==> src/rtl/dotfeed_pkg.sv <==
// Shared types and constants for the dot-product feeder.
package dotfeed_pkg;

  localparam int unsigned LANES      = 28;
  localparam int unsigned ROWS       = 28;
  localparam int unsigned PIX_W      = 10;
  localparam int unsigned WGT_W      = 19;
  localparam int unsigned ACC_W      = 26;
  localparam int unsigned RESULT_LAT = 260;
  localparam int unsigned IDX_W      = 5;
  localparam int unsigned LAT_W      = 9;
  localparam int unsigned FCNT_W     = 16;

  typedef enum logic [1:0] {
    FILL = 2'd0,
    WAIT = 2'd1,
    DONE = 2'd2
  } state_t;

  typedef logic [IDX_W-1:0] lane_idx_t;
  typedef logic [IDX_W-1:0] row_idx_t;
  typedef logic [LAT_W-1:0] lat_cnt_t;

  // One accepted source beat.
  typedef struct packed {
    logic [PIX_W-1:0] pixel;
    logic [WGT_W-1:0] weight;
  } pair_t;

  localparam lane_idx_t LAST_LANE = lane_idx_t'(LANES - 1);
  localparam row_idx_t  LAST_ROW  = row_idx_t'(ROWS - 1);
  localparam lat_cnt_t  LAT_LOAD  = lat_cnt_t'(RESULT_LAT);

endpackage

==> src/rtl/dotfeed_row_packer.sv <==
// Packs accepted (pixel, weight) pairs into a LANES-wide row; lane k lands at slice k.
module dotfeed_row_packer
  import dotfeed_pkg::*;
(
  input  logic                     clk,
  input  logic                     rst_n,
  input  logic                     accept,
  input  pair_t                    pair,
  output logic [LANES*PIX_W-1:0]   row_pixels,
  output logic [LANES*WGT_W-1:0]   row_weights,
  output logic                     row_load_c
);

  lane_idx_t                     lane_cnt;
  logic [(LANES-1)*PIX_W-1:0]    shadow_pix;
  logic [(LANES-1)*WGT_W-1:0]    shadow_wgt;

  // The final lane of a row goes straight to the output bus alongside the shadow.
  assign row_load_c = accept && (lane_cnt == LAST_LANE);

  // Shadow capture for lanes 0..LANES-2, full-row load on the last lane.
  always_ff @(posedge clk or negedge rst_n) begin
    if (!rst_n) begin
      lane_cnt    <= '0;
      shadow_pix  <= '0;
      shadow_wgt  <= '0;
      row_pixels  <= '0;
      row_weights <= '0;
    end else if (accept) begin
      if (row_load_c) begin
        lane_cnt    <= '0;
        row_pixels  <= {pair.pixel, shadow_pix};
        row_weights <= {pair.weight, shadow_wgt};
      end else begin
        lane_cnt <= lane_cnt + lane_idx_t'(1);
        shadow_pix[lane_cnt*PIX_W +: PIX_W] <= pair.pixel;
        shadow_wgt[lane_cnt*WGT_W +: WGT_W] <= pair.weight;
      end
    end
  end

endmodule

==> src/rtl/dot_product_feeder.sv <==
// Streams (pixel, weight) pairs into 28-lane rows for DotProduct784, waits the
// engine latency after the last row and returns the result on valid/ready.
// Optional DOTFEED_STATS_EN adds a 16-bit completed-frame counter output.
module dot_product_feeder
  import dotfeed_pkg::*;
(
  input  logic                     clk,
  input  logic                     GlobalReset,
  input  logic                     in_valid,
  output logic                     in_ready,
  input  logic [PIX_W-1:0]         in_pixel,
  input  logic [WGT_W-1:0]         in_weight,
  output logic [LANES*PIX_W-1:0]   row_pixels,
  output logic [LANES*WGT_W-1:0]   row_weights,
  output logic                     row_valid,
  output logic                     frame_start,
  output logic                     row_last,
  input  logic [ACC_W-1:0]         value,
  output logic                     result_valid,
  input  logic                     result_ready,
  output logic [ACC_W-1:0]         result_data
`ifdef DOTFEED_STATS_EN
  ,
  output logic [FCNT_W-1:0]        frame_count
`endif
);

  state_t   state;
  row_idx_t row_cnt;
  lat_cnt_t lat_cnt;
  pair_t    in_pair;
  logic     accept_c;
  logic     row_load_c;

  assign in_pair  = '{pixel: in_pixel, weight: in_weight};
  assign accept_c = in_valid && in_ready;

  dotfeed_row_packer u_packer (
    .clk         (clk),
    .rst_n       (GlobalReset),
    .accept      (accept_c),
    .pair        (in_pair),
    .row_pixels  (row_pixels),
    .row_weights (row_weights),
    .row_load_c  (row_load_c)
  );

  // Frame sequencing: row strobes, engine latency wait and result handshake.
  always_ff @(posedge clk or negedge GlobalReset) begin
    if (!GlobalReset) begin
      state        <= FILL;
      in_ready     <= 1'b0;
      row_valid    <= 1'b0;
      frame_start  <= 1'b0;
      row_last     <= 1'b0;
      row_cnt      <= '0;
      lat_cnt      <= '0;
      result_valid <= 1'b0;
      result_data  <= '0;
    end else begin
      row_valid   <= row_load_c;
      frame_start <= row_load_c && (row_cnt == '0);
      row_last    <= row_load_c && (row_cnt == LAST_ROW);
      case (state)
        FILL: begin
          in_ready <= 1'b1;
          if (row_load_c) begin
            if (row_cnt == LAST_ROW) begin
              row_cnt  <= '0;
              lat_cnt  <= LAT_LOAD;
              in_ready <= 1'b0;
              state    <= WAIT;
            end else begin
              row_cnt <= row_cnt + row_idx_t'(1);
            end
          end
        end
        WAIT: begin
          in_ready <= 1'b0;
          if (lat_cnt == '0) begin
            result_data  <= value;
            result_valid <= 1'b1;
            state        <= DONE;
          end else begin
            lat_cnt <= lat_cnt - lat_cnt_t'(1);
          end
        end
        DONE: begin
          if (result_valid && result_ready) begin
            result_valid <= 1'b0;
            in_ready     <= 1'b1;
            state        <= FILL;
          end
        end
        default: begin
          state    <= FILL;
          in_ready <= 1'b0;
        end
      endcase
    end
  end

`ifdef DOTFEED_STATS_EN
  // Count completed result handshakes; wraps naturally at 16 bits.
  always_ff @(posedge clk or negedge GlobalReset) begin
    if (!GlobalReset) begin
      frame_count <= '0;
    end else if ((state == DONE) && result_valid && result_ready) begin
      frame_count <= frame_count + FCNT_W'(1);
    end
  end
`endif

endmodule

==> config.mk <==
export PLATFORM = sky130hd
export DESIGN_NAME = dot_product_feeder
export DESIGN_NICKNAME = d
export VERILOG_FILES = /design/src/rtl/dotfeed_pkg.sv /design/src/rtl/dotfeed_row_packer.sv /design/src/rtl/dot_product_feeder.sv
export SDC_FILE = /design/constraint.sdc
export NUM_CORES = 2
export LEC_CHECK = 0
export ABC_CLOCK_PERIOD_IN_PS = 4200
export BUFFER_PORTS_ARGS = -buffer_cell sky130_fd_sc_hd__buf_2
export CORE_ASPECT_RATIO = 0.75
export CORE_UTILIZATION = 57
export CTS_CLUSTER_DIAMETER = 150
export DETAILED_ROUTE_END_ITERATION = 8
export PLACE_DENSITY = 0.79
export SLEW_MARGIN = 20
export SYNTH_ARGS = -nofsm -noshare
export SYNTH_HDL_FRONTEND = slang
export SYNTH_SLANG_ARGS = --single-unit
==> constraint.sdc <==
create_clock -name clk -period 4.2 [get_ports clk]
set_input_delay 0.84 -clock clk [delete_from_list [all_inputs] [get_ports clk]]
set_output_delay 0.84 -clock clk [all_outputs]
set_load 0.01 [all_outputs]
==> run metrics <==
count leader, synth nand2_1; Global Route Usage Sum 0.3587; Setup Skew 0.03404 ns; post-synthesis net count 6191; Critical Path, Cell by Cell ha_1, ha_1, inv_1, fa_1, xnor2_1, o21ai_2, nand2_1, buf_4, nand4_1, a211oi_2, buf_4, mux2_2; ys flop type dfrtp_1; hold_buf cts 0; Tcrit/Tclk final 0.9514; largest net degree at the start of global routing 179; worst r2r src u_packer.lane_cnt[1]; Crit-path slowest cell fa_1; post-route cell area 77950 um^2; setup slack after layout 0.2041 ns; worst setup path startpoint u_packer.lane_cnt[1]; GP Congestion 1.005; Max-cap violations 0; EDFF count, synth 0; H-tree Lvls 4; RSZ-0062 raised after global routing no; Worst Hold Class in -> async; Leakage 43.54 nW; CTS tree built; DRT Pass-1 Iters 7; CTS Buf Count 152; top cells by count, synth 2692 x nand2_1, 1647 x dfrtp_1, 725 x mux2_2; clock buffer depth 3; syn_area_per_cell 10.71 um^2; Chip Width 393.5 um; Max-Slew Margin vs Limit 0.2796; Core ar. 113800 um^2; final hold slack -0.02710 ns; Post-synth ARST share 1.000; Distinct cells, synth 89; Area contributors post-synth dfrtp_1 63%, nand2_1 15%, mux2_2 12%; total power 53.14 mW; hpwl dp 146.1 mm; Top delay family on crit path adder cells; hold violation count in the final report 1; Max Fclk 250.3 MHz; CP Class reg -> reg; Setup Viol. Count Final 0; arrival time of the worst setup path 4.67 ns; routed length per instance 24.27 um; CP max stage delay 0.52 ns; Vias/cell 5.816; number of synthesis warnings 0; # port buffers 901; status finished, violations left; io pins 902; register bit total from synthesis 1647; post_cts resized 0; placed cell area 72770 um^2; dominant cell type by area after synthesis dfrtp_1; worst skew pair latency 0.82 ns; Worst-Margin Slew 1.081 ns; global-route wire length before repair 312.2 mm; vias in the first global route 50510; Critical Path RT 4.88 ns; Placed Cells 8433; pre-CTS WS 0.1505 ns; initial antenna violation count 14; share of cells above drive strength 1 0.3026; gr ovfl total 0; final WL 211.4 mm; startpoint types register; WP buf/inv 3; Slew Limit Fails 0; die area 116300 um^2; vias 50680; Clk pin slew, worst setup/hold paths 0.06 ns; area grow syn2layout 18.95%; Root Driver clkbuf_16; Sink Count 1647; top cell type's share of synthesized area 0.6290; Syn Inst Count 6117; fin cells 8713; Worst setup EP type register; CP max FO 10; Iteration-0 DRC Markers 4722; Synth Cell Area 65530 um^2; DRC errors left 0; Die Y 295.6 um; TNS Setup 0 ns; utilization after layout 0.6850; min cycle time layout 3.996 ns; Rows 107; Detail Route Antenna Nets 0; sequential share of the synthesized area 0.6290; Starting Density 0.5758; Worst VDD drop 0.4942 mV; Post-CTS Setup Bufs 0; power per cell area 681.8 nW/um^2; layout net count 7135; failing checks negative hold slack
==> report_power, final <==
group	switching, mW	internal, mW
logic	11.1	6.09
registers	2.30	19.5
clock network	6.21	7.98
total	19.6	33.5
==> sequential cells by signal (all words and copies together) (netlist names) <==
| register | cells |
|---|---|
| state | 2 |
| result_data | 26 |
| row_cnt | 5 |
| u_packer.shadow_pix | 270 |
| row_valid | 1 |
| u_packer.shadow_wgt | 513 |
| frame_start | 1 |
| u_packer.row_weights | 532 |
| in_ready | 1 |
| row_last | 1 |
| lat_cnt | 9 |
| u_packer.lane_cnt | 5 |
| u_packer.row_pixels | 280 |
| result_valid | 1 |
==> final cells by class <==
type | count | area, um^2
Clock buffer | 228 | 4582
Inverter | 22 | 90.09
Multi-Input combinational cell | 4112 | 22940
Sequential cell | 1647 | 41220
Antenna cell | 5 | 12.51
Fill cell | 8265 | 35850
Clock inverter | 47 | 540.5
Timing Repair Buffer | 1126 | 6651
Tap cell | 1526 | 1909
==> routing by layer <==
| layer | wire length (um) | vias to the layer above | GRT usage |
|---|---|---|---|
| li1 | - | 21760 | - |
| met1 | 83620 | 25790 | 0.4826 |
| met2 | 95490 | 2580 | 0.5377 |
| met3 | 20090 | 547 | 0.09341 |
| met4 | 12200 | 4 | 0.1964 |
| met5 | 22 | - | 0 |
==> path summary, 6_finish.rpt <==
check / depth (start not counted) / slack [ns] / endpoint
worst min-delay path: 1 / -0.03 / u_packer.shadow_wgt[280]
worst min register to register: 2 / 0.45 / u_packer.row_weights[345]
max in group asynchronous: 3 / 2.87 / u_packer.row_pixels[177]
worst max-delay path: 12 / 0.20 / u_packer.shadow_pix[114]
min in group clk: 2 / 0.27 / result_data[1]
worst max register to register: 12 / 0.20 / u_packer.shadow_pix[114]
==> logic make-up after synthesis <==
logic type | share of synthesized area
adder cells (fa/ha/maj) | 0.002979
AO/OA/AOI/OAI | 0.02767
XOR/XNOR | 0.002883
flip-flops | 0.6290
multiplexers | 0.1272
buffers and inverters | 0.02267
AND/OR/NAND/NOR | 0.1877
==> layout by cell type, fill, tap and decap left out, drive strengths merged, types with 25 or more instances in the layout <==
cell type,synthesis,final
clkinv,1,29
nand3,55,55
mux2,729,729
o22ai,36,36
o31ai,78,78
buf,68,1126
nor3,41,41
nand2,2695,2695
inv,21,34
clkbuf,268,228
dfrtp,1647,1647
nor2,149,149
and2,30,30
o21ai,35,35
a21oi,40,40
and3,25,25
(Power assumes the default switching activity.)
